===== src/rtl/uart_tx_framer.sv =====
// uart_tx_framer: UART TX frame controller driving start, data, parity and stop bits onto the line
module uart_tx_framer #(
  parameter int WIDTH     = 8,
  parameter int STOP_BITS = 1
) (
  input  logic             clk_i,
  input  logic             rst_i,
  input  logic [WIDTH-1:0] p_data_i,
  input  logic             data_valid_i,
  input  logic             par_en_i,
  input  logic             par_typ_i,
  input  logic             ser_done_i,
  input  logic             ser_data_i,
  output logic             ser_en_o,
  output logic             tx_out_o,
  output logic             busy_o,
  output logic             frame_done_o
);
  typedef enum logic [2:0] {IDLE, START, DATA, PARITY, STOP} state_t;
  state_t     state_q, state_d;
  logic [2:0] cnt_q, cnt_d;
  logic       stop_q, stop_d;
  logic       par_q, par_d;
  logic       par_en_q, par_en_d;
  logic       tx_q, fd_q, fd_d;
  logic       sel, last_bit, data_end, stop_last;
  assign last_bit  = cnt_q == 3'd7;
  // SER_DONE is honoured only on the 8th cycle; the counter guarantees exit even without it
  assign data_end  = (ser_done_i && last_bit) || last_bit;
  assign stop_last = (STOP_BITS == 1) || stop_q;
  always_comb begin
    state_d  = state_q;
    cnt_d    = cnt_q;
    stop_d   = stop_q;
    par_d    = par_q;
    par_en_d = par_en_q;
    sel      = 1'b1;
    fd_d     = 1'b0;
    case (state_q)
      IDLE: if (data_valid_i) begin
        state_d  = START;
        par_en_d = par_en_i;
        par_d    = ^p_data_i ^ par_typ_i;
        cnt_d    = 3'd0;
        stop_d   = 1'b0;
      end
      START: begin
        sel     = 1'b0;
        state_d = DATA;
      end
      DATA: begin
        sel     = ser_data_i;
        cnt_d   = cnt_q + 3'd1;
        state_d = data_end ? (par_en_q ? PARITY : STOP) : DATA;
      end
      PARITY: begin
        sel     = par_q;
        state_d = STOP;
      end
      STOP: begin
        stop_d  = ~stop_q;
        state_d = stop_last ? IDLE : STOP;
        fd_d    = stop_last;
      end
      default: state_d = IDLE;
    endcase
  end
  always_ff @(posedge clk_i or posedge rst_i) begin
    if (rst_i) begin
      state_q  <= IDLE;
      cnt_q    <= 3'd0;
      stop_q   <= 1'b0;
      par_q    <= 1'b0;
      par_en_q <= 1'b0;
      tx_q     <= 1'b1;
      fd_q     <= 1'b0;
    end else begin
      state_q  <= state_d;
      cnt_q    <= cnt_d;
      stop_q   <= stop_d;
      par_q    <= par_d;
      par_en_q <= par_en_d;
      tx_q     <= sel;
      fd_q     <= fd_d;
    end
  end
  assign ser_en_o     = state_q == DATA;
  assign busy_o       = state_q != IDLE;
  assign tx_out_o     = tx_q;
  assign frame_done_o = fd_q;
endmodule


===== config.mk =====
export PLATFORM = sky130hd
export DESIGN_NAME = uart_tx_framer
export DESIGN_NICKNAME = d
export VERILOG_FILES = /design/src/rtl/uart_tx_framer.sv
export SDC_FILE = /design/constraint.sdc
export NUM_CORES = 1
export LEC_CHECK = 0
export BUFFER_PORTS_ARGS = -buffer_cell sky130_fd_sc_hd__buf_4
export CORE_AREA = 2 2 39 41
export DETAILED_ROUTE_END_ITERATION = 8
export DIE_AREA = 0 0 41 43
export GPL_TIMING_DRIVEN = 1
export PLACE_DENSITY = 0.71
export SKIP_LAST_GASP = 1
export SYNTH_ARGS = -nofsm -noshare
export SYNTH_HDL_FRONTEND = slang
export SYNTH_SLANG_ARGS = --single-unit

===== constraint.sdc =====
create_clock -name clk_i -period 1.8 [get_ports clk_i]
set_clock_uncertainty 0.15 [all_clocks]
set_input_delay 0 -clock clk_i [delete_from_list [all_inputs] [get_ports clk_i]]
set_output_delay 0 -clock clk_i [all_outputs]
set_load 0.03 [all_outputs]

After elaboration in Yosys (flattened, before gate mapping)
Index checks and enable logic that the tools add are counted.

storage, ports and cells
  register bits after elaboration = 10
  input bits = 15
  output and inout port bits = 4

operators by class
  $add $sub $neg = 1
  equality and inequality tests = 6
  mux-type cells = 8
  bitwise operators = 1
  reductions and logical operators = 8

operators with widths
  operator                                        count
  2-to-1 mux 3 bit                                4
  one-hot mux 3 bit (4 select lines)              1
  parity 8 bit                                    1
  == test 3 x 2 -> 1 bit (second input constant)  2
  == test 3 bit (second input constant)           2
  one-hot mux 3 bit (2 select lines)              1
  AND reduction 2 bit                             2
  adder 3 x 1 -> 3 bit (second input constant)    1
  == test 3 x 1 -> 1 bit (second input constant)  1
  zero test 3 bit                                 1
  one-hot mux 1 bit (3 select lines)              1
  nonzero test 3 bit                              1
  != test 2 bit (second input constant)           1
  nonzero test 2 bit                              1
  logical AND 1 bit                               1
  logical OR 1 bit                                1
  2-to-1 mux 1 bit                                1
  XOR 1 bit                                       1

Depth between registers and ports, before layout
  word-level depth = 5
  mapped depth = 5

Worst setup path before layout
OpenSTA, ideal clock, no wires.

  kind = flip-flop to flip-flop
  start point = register state_q[0]
  end point = register cnt_q[1]
  library setup time = 0.138 ns
  data arrival time = 1.253 ns
  data required time = 1.512 ns
  setup slack = 0.259 ns
  cell stages (with the launch flop) = 5
  buffers on the path = 0
  period minus slack after synthesis = 1.541 ns
  cell sequence = dfrtp_1 > nand2b_1 > or2_2 > inv_1 > o21ai_0

between the ends
  word-level cells in the longest chain between the ends = 3
  elaborated cells between the ends (all ways) = 6
  those cells by class = eq/ne: 2; mux: 1; reduce/logical: 3

ends and longest elaborated chain
  element                               line  source
  start, declared                       20    state_t state_q, state_d;
  start signal, assigned                78    state_q <= state_d;
  == test 3 x 2 -> 1 bit (*)            --
  named net ser_en_o                    14    output logic ser_en_o,
  nonzero test 2 bit (no source line)   --
  AND reduction 2 bit (no source line)  --
  end signal, assigned                  79    cnt_q <= cnt_d;
  end, declared                         21    logic [2:0] cnt_q, cnt_d;

Mark *: on every way through the listed nets, which the timed path passes. The rest lies on a longest branch.
A chain may end at the register's enable or synchronous reset.

Worst setup path after layout
  start point = register state_q[0]
  end point = output ser_en_o

between the ends
  word-level cells in the longest chain between the ends = 1

ends and longest elaborated chain
  element                 line  source
  == test 3 x 2 -> 1 bit  87    assign ser_en_o = state_q == DATA;
  end, declared           14

No other way between the ends.

==> results.json <==
{
  "ant_nets": 0,
  "dp_hpwl_um": 641,
  "report.final.hold_viol_count": 0,
  "clk_pin_slew_ps": 60,
  "synth_top_area_share_pct": 44.1,
  "setup_viol": 0,
  "clock_latency_ps": 260,
  "route.met3.wl_um": 22,
  "rsz0062_at_grt": "false",
  "sw_frac_of_total_pct": 38.8,
  "drtPass1Iterations": 2,
  "cts_root_buffer": "clkbuf_4",
  "routed.top_layer": "met4",
  "start_util_pct": 36.9,
  "cts_tree": "done",
  "pwr-share-comb_pct": 44.5,
  "die_x_um": 41,
  "synth-seq-area-share_pct": 49.3,
  "r2r_cells": 4,
  "worst_pin_slew_ps": 386,
  "cp_num_buf_inv": 2,
  "period_minus_slack_ps": 1650,
  "via_per_inst": 4.45,
  "clkPwrFrac_pct": 16.1,
  "fill_cells": 127,
  "crit_path_end_kind": "primary output",
  "cpPeakStageDelay_ps": 430,
  "min_to": "par_q",
  "multi_input_area_um2": 240,
  "cp_top_family": "simple AND/OR/NAND/NOR gates",
  "wl_met1_um": 392,
  "syn_area_um2": 510,
  "crit_chain": "nand2b_1, or2_2, inv_1, buf_4",
  "die_h_um": 43,
  "max_freq_mhz": 606,
  "grt_max_degree": 11,
  "crit_type": "reg2out",
  "ctsHtreeMaxLevel": 1,
  "cp_max_fo": 6,
  "core_mm2": 0.00138,
  "syn_to_final_growth_pct": 43.9,
  "tns_ps": 0,
  "holdPathStages": 5,
  "drtIter0Drc": 4,
  "antenna_cells": 0,
  "overflow": 0,
  "synth.avg_cell_area_um2": 10.0,
  "die-area_mm2": 0.00176,
  "ys_top_cells_by_area": "dfrtp_1, xnor2_1, nand2_1",
  "seqPwrFrac_pct": 39.5,
  "yosys_warnings": 0,
  "drv_cap": 0,
  "stdcell_area_um2": 734,
  "ir_worst_vdd_mv": 0.655,
  "slew-limit-headroom_pct": 74.2,
  "num_rows": 14,
  "grt_pass1_vias": 391,
  "track_usage_pct": 13.3,
  "nets": 95,
  "slew_viol_final": 0,
  "numCtsBuffers": 3,
  "yosys.area.top_type": "dfrtp_1",
  "cpMaxStageDelayCell": "dfrtp_1",
  "antenna_found_initial": 0,
  "synthCells": 51,
  "p_int_mw": 0.604,
  "vias": 414,
  "status": "complete, no violations",
  "dr_wl_met2_um": 432,
  "static-leakage-power_nw": 0.370,
  "regArea_um2": 251,
  "drc_errors": 0,
  "required_ps": 1650,
  "io_buffer_count": 17,
  "reg2reg_slack_ps": 350,
  "worstHoldStart": "p_data_i[3]",
  "drive_gt1_share_pct": 31.2,
  "routed_wl_um": 857,
  "regToRegEndpoint": "cnt_q[1]",
  "cts_sinks": 10,
  "arrival_ps": 1500,
  "clockBufferDepth": 2,
  "ys_ff_latch": 10,
  "power_density_mw_per_mm2": 1340,
  "hold_path.class": "in2reg",
  "synth_nets": 68,
  "wl_per_cell_um": 9.22,
  "gp_congestion": 0.697,
  "period_share_pct": 91.7,
  "placed_area_um2": 658,
  "grt_pass1_wl_mm": 1.55,
  "r2r_start": "state_q[0]",
  "io_pins": 19,
  "start_kind": "flop",
  "p_switching_mw": 0.382,
  "synth.distinct_cells": 19
}
## Yosys cell counts
cell / n
dfrtp_1: 9
nand2_1: 9
inv_1: 5
o21ai_0: 5
xnor2_1: 4
a21oi_1: 3
ha_1: 2
nand2b_1: 2
xor2_1: 2
dfstp_2: 1
mux2_2: 1
nand3_1: 1
nor2_1: 1
nor3_1: 1
nor3_2: 1
nor3b_1: 1
o21ai_1: 1
or2_2: 1
xnor3_1: 1
## metrics by stage
step	setup WS, ps	instances	hold WS, ps	utilization [%]	total power, mW
2_1_floorplan	259	51	-311	-	0.695
3_3_place_gp	364	84	-146	47.6	0.820
3_5_place_dp	358	84	-141	47.6	0.829
4_1_cts	136	93	81.8	53.1	0.998
5_1_grt	72.9	93	105	53.1	1.07
6_report	149	93	77.5	53.1	0.986
## how the worst max path moves through the flow
stage | startpoint | end | slack (ps) | cells after the start
4_1_cts | state_q[0] | ser_en_o | 140 | 4
6_report | state_q[0] | ser_en_o | 150 | 4
2_1_floorplan | state_q[0] | cnt_q[1] | 260 | 4
3_3_place_gp | state_q[0] | cnt_q[1] | 360 | 4
5_1_grt | state_q[0] | ser_en_o | 70 | 4
3_5_place_dp | state_q[0] | cnt_q[2] | 360 | 4
## cell families (layout without fill, tap and decap cells)
logic type / count (synthesis) / in the layout / synth area share, %
mux: 1 / 1 / 2.21
flops: 10 / 10 / 49.3
fa+ha+maj: 2 / 2 / 4.90
simple gates: 17 / 17 / 16.4
xor+xnor: 7 / 7 / 14.7
buf+inv: 5 / 31 / 3.68
compound gates: 9 / 9 / 8.82
## cell type report
| class | count | share of cell area, % |
|---|---|---|
| sequential | 10 | 34.2 |
| tap | 16 | 2.73 |
| clock buffer | 4 | 3.58 |
| timing repair buffer | 22 | 24.2 |
| inverter | 5 | 2.56 |
| multi-input combinational | 36 | 32.7 |
## metal layers
metal / vias to the layer above / GRT usage, %
li1: 216 / -
met1: 191 / 16.4
met2: 5 / 19.1
met3: 2 / 6.28
met4: 0 / 6.00
met5: - / 0
## power by group through the flow
stage | registers (mW) | logic, mW | clock network [mW]
final | 0.389 | 0.438 | 0.159
after global routing | 0.405 | 0.483 | 0.178
after CTS | 0.390 | 0.445 | 0.163
after detailed placement | 0.393 | 0.436 | 0
after global placement | 0.393 | 0.427 | 0
after floorplan | 0.409 | 0.286 | 0
## registers in the layout, summed over array words and instances (netlist names)
signal,flops
par_en_q,1
tx_out_o,1
par_q,1
cnt_q,3
frame_done_o,1
state_q,3
## tightest hold or removal path: stages
cell and delay, ps:
buf_4 80, xor2_1 60, xnor2_1 130, xnor2_1 130, o21ai_1 50
## what timing repair did
item                                   in CTS  in global routing
endpoints found under the hold margin      14                  0
gates resized for setup                     0                  0
setup buffers                               0                  0
hold buffers                                5                  0
## cell usage in the layout, fill, tap and decap left out
cell type	instances
nand2_1	9
or2_2	1
nor2_1	1
clkbuf_1	1
xor2_1	2
nor3_2	1
o21ai_1	1
buf_4	17
xnor2_1	4
nand2b_1	2
nand3_1	1
o21ai_0	5
ha_1	2
clkbuf_4	3
xnor3_1	1
dfstp_2	1
dfrtp_1	9
nor3_1	1
a21oi_1	3
dlygate4sd3_1	5
nor3b_1	1
mux2_2	1
inv_1	5
No activity file was read; power rests on OpenSTA's default activity.
